===== config.mk =====
export PLATFORM = sky130hd
export DESIGN_NAME = data_mem_interface
export DESIGN_NICKNAME = d
export VERILOG_FILES = /design/src/rtl/data_mem_interface_pkg.sv /design/src/rtl/data_mem_interface_byte_lane_steer.sv /design/src/rtl/data_mem_interface.sv
export SDC_FILE = /design/constraint.sdc
export NUM_CORES = 1
export LEC_CHECK = 0
export ABC_AREA = 1
export BUFFER_PORTS_ARGS = -buffer_cell sky130_fd_sc_hd__buf_2
export CAP_MARGIN = 20
export CORE_MARGIN = 3
export CORE_UTILIZATION = 45
export CTS_CLUSTER_SIZE = 14
export DETAILED_ROUTE_END_ITERATION = 8
export PLACE_DENSITY = 0.84
export SYNTH_ARGS = -nofsm -noshare
export SYNTH_HDL_FRONTEND = slang
export SYNTH_SLANG_ARGS = --single-unit

===== constraint.sdc =====
create_clock -name clk -period 1.59 [get_ports clk]
set_input_delay 0.0795 -clock clk [delete_from_list [all_inputs] [get_ports clk]]
set_output_delay 0.0795 -clock clk [all_outputs]
set_load 0.01 [all_outputs]

===== src/rtl/data_mem_interface_pkg.sv =====
// Shared data-memory access definitions: access-size encodings and
// load-extension mode constants, also used by the load extender.
package data_mem_interface_pkg;

  typedef enum logic [1:0] {
    SIZE_BYTE = 2'b00,
    SIZE_HALF = 2'b01,
    SIZE_WORD = 2'b10,
    SIZE_RSVD = 2'b11
  } mem_size_e;

  localparam logic EXT_UNSIGNED = 1'b0;
  localparam logic EXT_SIGNED   = 1'b1;

endpackage


===== src/rtl/data_mem_interface_byte_lane_steer.sv =====
// Combinational byte-lane steering: alignment check, byte enables,
// store-data replication and right-aligned, size-masked load data.
module byte_lane_steer
  import data_mem_interface_pkg::*;
(
  input  logic [1:0]  size,
  input  logic [1:0]  offset,
  input  logic [31:0] wdata,
  input  logic [31:0] rdata,
  output logic        aligned,
  output logic [3:0]  be,
  output logic [31:0] wdata_rep,
  output logic [31:0] rdata_aligned
);

  logic [31:0] rdata_shifted;

  assign rdata_shifted = rdata >> {offset, 3'b000};

  always_comb begin
    aligned       = 1'b0;
    be            = '0;
    wdata_rep     = '0;
    rdata_aligned = '0;
    case (mem_size_e'(size))
      SIZE_BYTE: begin
        aligned       = 1'b1;
        be            = 4'b0001 << offset;
        wdata_rep     = {4{wdata[7:0]}};
        rdata_aligned = {24'h0, rdata_shifted[7:0]};
      end
      SIZE_HALF: begin
        aligned       = ~offset[0];
        be            = 4'b0011 << offset;
        wdata_rep     = {2{wdata[15:0]}};
        rdata_aligned = {16'h0, rdata_shifted[15:0]};
      end
      SIZE_WORD: begin
        aligned       = (offset == 2'b00);
        be            = 4'b1111;
        wdata_rep     = wdata;
        rdata_aligned = rdata_shifted;
      end
      default: ;
    endcase
  end

endmodule


===== src/rtl/data_mem_interface.sv =====
// MEM-stage data-bus controller: alignment check, single outstanding
// word-addressed bus access with ack or timeout, pipeline stall control.
module data_mem_interface
  import data_mem_interface_pkg::*;
#(
  parameter int unsigned TIMEOUT = 255
) (
  input  logic        clk,
  input  logic        rst,
  input  logic        req_valid_i,
  input  logic        req_write_i,
  input  logic [31:0] req_addr_i,
  input  logic [31:0] req_wdata_i,
  input  logic [1:0]  req_size_i,
  output logic        stall_o,
  output logic        mem_req_o,
  output logic        mem_we_o,
  output logic [31:0] mem_addr_o,
  output logic [31:0] mem_wdata_o,
  output logic [3:0]  mem_be_o,
  input  logic        mem_ack_i,
  input  logic [31:0] mem_rdata_i,
  output logic [31:0] load_data_o,
  output logic        done_o,
  output logic        misalign_o,
  output logic        bus_err_o
);

  localparam int unsigned CW = $clog2(TIMEOUT + 1);

  typedef enum logic [1:0] {ST_IDLE, ST_BUSY, ST_DONE} state_e;

  state_e        state_q, state_d;
  logic [CW-1:0] cnt_q;
  logic [1:0]    size_q, off_q;
  logic [1:0]    steer_size, steer_off;
  logic          aligned;
  logic [3:0]    be;
  logic [31:0]   wdata_rep, rdata_aligned;
  logic          accept, misalign_hit, ack_hit, to_hit;

  // One steering instance serves both phases: request fields while idle,
  // latched size/offset while the access is outstanding.
  assign steer_size = (state_q == ST_IDLE) ? req_size_i      : size_q;
  assign steer_off  = (state_q == ST_IDLE) ? req_addr_i[1:0] : off_q;

  byte_lane_steer u_steer (
    .size          (steer_size),
    .offset        (steer_off),
    .wdata         (req_wdata_i),
    .rdata         (mem_rdata_i),
    .aligned       (aligned),
    .be            (be),
    .wdata_rep     (wdata_rep),
    .rdata_aligned (rdata_aligned)
  );

  assign accept       = (state_q == ST_IDLE) && req_valid_i && aligned;
  assign misalign_hit = (state_q == ST_IDLE) && req_valid_i && !aligned;
  assign ack_hit      = (state_q == ST_BUSY) && mem_ack_i;
  assign to_hit       = (state_q == ST_BUSY) && !mem_ack_i && (cnt_q == CW'(TIMEOUT - 1));

  assign stall_o = accept || (state_q == ST_BUSY);

  always_comb begin
    state_d = state_q;
    case (state_q)
      ST_IDLE: if (accept) state_d = ST_BUSY;
      ST_BUSY: if (ack_hit || to_hit) state_d = ST_DONE;
      ST_DONE: state_d = ST_IDLE;
      default: state_d = ST_IDLE;
    endcase
  end

  always_ff @(posedge clk) begin
    if (rst) begin
      state_q     <= ST_IDLE;
      cnt_q       <= '0;
      size_q      <= '0;
      off_q       <= '0;
      mem_req_o   <= 1'b0;
      mem_we_o    <= 1'b0;
      mem_addr_o  <= '0;
      mem_wdata_o <= '0;
      mem_be_o    <= '0;
      load_data_o <= '0;
      done_o      <= 1'b0;
      misalign_o  <= 1'b0;
      bus_err_o   <= 1'b0;
    end else begin
      state_q    <= state_d;
      done_o     <= ack_hit || to_hit;
      misalign_o <= misalign_hit;
      bus_err_o  <= to_hit;
      if (accept) begin
        mem_req_o   <= 1'b1;
        mem_we_o    <= req_write_i;
        mem_addr_o  <= {req_addr_i[31:2], 2'b00};
        mem_wdata_o <= wdata_rep;
        mem_be_o    <= be;
        size_q      <= req_size_i;
        off_q       <= req_addr_i[1:0];
        cnt_q       <= '0;
      end else if (state_q == ST_BUSY) begin
        cnt_q <= cnt_q + 1'b1;
        if (ack_hit) begin
          mem_req_o   <= 1'b0;
          load_data_o <= mem_we_o ? '0 : rdata_aligned;
        end else if (to_hit) begin
          mem_req_o   <= 1'b0;
          load_data_o <= '0;
        end
      end
    end
  end

endmodule


==> flow_summary_export.csv <==
group,metric,value,unit
synthesis,ys_types,27,
grt,number_of_antenna_violations_at_the_first_check_in_global_routing,0,
sta,fin_ws,-0.162,ns
layout,layout-drive-gt1-share,28.6,%
placement,port_buffers,206,
clock_tree,clkTransAtPathRegs,0.05,ns
route,drt_wl_total,19300,um
layout,fill_cells,953,
setup_path,critical_path.reg2reg.startpoint,"state_q[1]",
sta,finalCritPeriodShare,110,%
synthesis,synth_commonest_cells,"nand2_1 (309), nor2_1 (130), dfxtp_1 (117), nand3_1 (113), inv_1 (81)",
clock_tree,tritoncts.num_buffers,17,
grt,grt.overflow.total,0,
route,detailedRoute.firstIterationViolations,598,
sta,grt_setup_unrepaired,"true",
synthesis,post_synth_main_area_contributors,"dfxtp_1 (42%), nand2_1 (21%), nand3_1 (10%), nor2_1 (8.7%), inv_1 (5.4%)",
synthesis,synth-edff-count,0,
placement,detailed_place.area,6950,sq um
die,boundaryPins,209,
sta,finalSetupViolations,81,
die,core_region_area,12100,sq um
clock_tree,cts_htree_levels,4,
synthesis,synth_ff_type,"dfxtp_1",
setup_path,crit_path_start,"state_q[1]",
die,die_area,13800,sq um
setup_path,crit_end,"stall_o",
die,die_w,118,um
placement,placed_cells,1246,
outcome,violations,"setup timing",
layout,syn2layout_area_growth,51.8,%
die,rows,40,
synthesis,yosys.cell_count.top_type,"nand2_1",
setup_path,required,1.51,ns
synthesis,synthMuxAreaShare,0,%
setup_path,crit_arrival,1.67,ns
placement,dpl.hpwl,11800,um
synthesis,netlist_instances,879,
sta,timing.final.hold_violations,0,
setup_path,cp_max_fo,5,
grt,grt_pass1_wl,28900,um
setup_path,setup.worst_path.start_class,"register",
placement,place.gp.congestion,0.894,
power_and_ir_drop,leakagePower,4.51,nW
synthesis,synth_top_family_by_area,"simple AND/OR/NAND/NOR gates",
flow_run,max_cap_violations,0,
synthesis,synth.cell_area,5610,sq um
synthesis,synthesized_flop_and_latch_total,117,
power_and_ir_drop,ir_drop,0.827,mV
route,vias,6698,
grt,track_usage,25.3,%
placement,dp_slack,-0.207,ns
grt,first_global_vias,6086,
synthesis,synth-xor-area-share,0.938,%
layout,antenna_cells,0,
setup_path,r2r_slack,-0.10,ns
sta,clock_tree_skew_after_final_layout,0.0120,ns
route,routed_via_density,4.96,
synthesis,synth_adder_area_share,0.446,%
layout,nets_finish,1275,
grt,grt_max_degree,99,
sta,setup-tns-final,-3.80,ns
synthesis,post_synth.cell_area_avg,6.38,sq um
die,chipHeight,118,um
clock_tree,tritoncts,"yes",
sta,timing.fmax,0.571,GHz
synthesis,synth_compound_gate_area_share,5.69,%
layout,postLayoutCellArea,8510,sq um
layout,final-instance-count-excl-fill,1351,
route,drt_pass1_iterations,5,
setup_path,end_kind,"primary output",
route,route.detailed.drc,0,
setup_path,ff2ff_path_depth,11,
clock_tree,cts_max_path_buffers,2,
synthesis,synth_simple_gate_area_share,40.9,%
sta,whs,0.0379,ns
setup_path,endpoint_of_the_lowest_slack_register_to_register_path,"mem_wdata_o[15]",
synthesis,synthDominantAreaCellType,"dfxtp_1",
clock_tree,clock_latency_on_the_worst_skew_pair,0.42,ns
setup_path,class_of_the_most_critical_setup_path,"reg2out",
clock_tree,cts.sink_count,117,
route,wl_per_cell,14.3,um
clock_tree,clock_tree.root_cell,"clkbuf_16",
worst_hold_path,timing.hold.worst.class,"in2reg",
synthesis,ys_async_sr_fraction,0,%
outcome,status,"complete, but fails checks",
synthesis,yosysWarningCount,0,
sta,timing.final.max_slew_violations,0,
power_and_ir_drop,cellPowerDensity,1280,nW/um^2
route,drt.antenna.violating_nets,0,
sta,final.min_clock_period,1.75,ns
die,start_util,46.3,%
synthesis,synth_top_area_share,41.8,%
synthesis,synth-seq-area-share,41.8,%
## cells by family (layout without fill, tap and decap cells)
| kind of cell | after synthesis | in the layout |
|---|---|---|
| other cells | 1 | 2 |
| flops | 117 | 117 |
| compound gates | 61 | 61 |
| fa+ha+maj | 2 | 2 |
| xor+xnor | 6 | 6 |
| simple gates | 561 | 562 |
| buf+inv | 131 | 433 |
## state kept, by name, indices dropped and copies added (netlist names), 2 cells and up
| name | count |
|---|---|
| cnt_q | 8 |
| mem_be_o | 4 |
| mem_wdata_o | 32 |
| off_q | 2 |
| load_data_o | 32 |
| mem_addr_o | 30 |
| size_q | 2 |
| state_q | 2 |
## power by group
part,internal (mW),switching [mW]
registers,3.32,0.211
logic,1.45,2.09
clock network,2.53,1.31
## layer usage
layer	part of all wire, %	up-vias	wire length (um)	global-route usage, %
met2	48	364	9240	43.3
met4	4.3	0	827	11.9
met3	8.5	78	1640	6.30
met1	39	2956	7570	29.7
li1	-	3300	-	-
met5	0	-	0	0
## how the worst min path moves through the flow
stage	start	end	slack [ns]	depth (start not counted)
6_report	req_wdata_i[8]	mem_wdata_o[24]	0.04	5
5_1_grt	req_wdata_i[28]	mem_wdata_o[28]	0.06	5
4_1_cts	mem_rdata_i[27]	load_data_o[27]	0.006	3
3_5_place_dp	req_addr_i[11]	mem_addr_o[11]	0.31	3
3_3_place_gp	req_addr_i[14]	mem_addr_o[14]	0.30	3
2_1_floorplan	req_addr_i[10]	mem_addr_o[10]	0.21	2
## cell usage in the layout, fill, tap and decap left out, types with 2 or more instances in the layout
cell,Yosys,layout
buf_6,6,7
clkbuf_1,17,3
nand2_4,0,5
bufinv_16,0,3
buf_4,3,38
dlygate4sd3_1,0,56
o21ai_0,20,19
nand3_4,1,3
inv_2,2,5
nand2_1,309,297
a21oi_2,2,4
clkbuf_16,0,21
xor2_1,5,5
buf_8,0,2
nor2_4,2,4
clkinvlp_4,0,2
buf_12,0,5
dfxtp_1,117,113
inv_1,81,76
dfxtp_2,0,2
clkbuf_8,0,2
nor2_1,130,123
nand2_2,2,8
dfxtp_4,0,2
a21oi_1,37,34
nor2_2,1,7
nand3_1,113,111
clkinv_2,0,6
buf_2,19,205
ha_1,2,2
conb_1,1,2
## final cells by class
class	count	area [sq um]	share of cell area, %
clock buffer	22	464	5.45
sequential	117	2350	27.6
inverter	83	320	3.76
timing repair inverter	1	7.51	0.0882
tap	168	210	2.47
clock inverter	10	129	1.51
timing repair buffer	317	2180	25.6
multi-input combinational	633	2850	33.4
## worst max-delay path: stages, from the launching register on
cell and delay [ns]:
dfxtp_4 0.37, nor2_4 0.16, buf_4 0.13, nand2_1 0.05, nand2_2 0.11, nand2_4 0.07
nand3_4 0.10, buf_8 0.11, nand2_4 0.04, buf_6 0.12
## timing repair
action / 4_1_cts / 5_1_grt
cloned: 1 / 5
endpoints found under the hold margin: 55 / 1
setup endpoints to repair: 114 / 114
pin swaps: 6 / 8
buffers inserted: 4 / 7
hold buffers: 55 / 1
gates resized for setup: 23 / 40
## per-stage QoR
| step | util [%] | power [mW] |
|---|---|---|
| after floorplan | - | 5.44 |
| after global placement | 57.4 | 6.46 |
| after detailed placement | 57.4 | 6.52 |
| after CTS | 67.7 | 10.6 |
| after global routing | 70.3 | 11.5 |
| final | 70.3 | 10.9 |
Power figures use the tool's default switching activity.
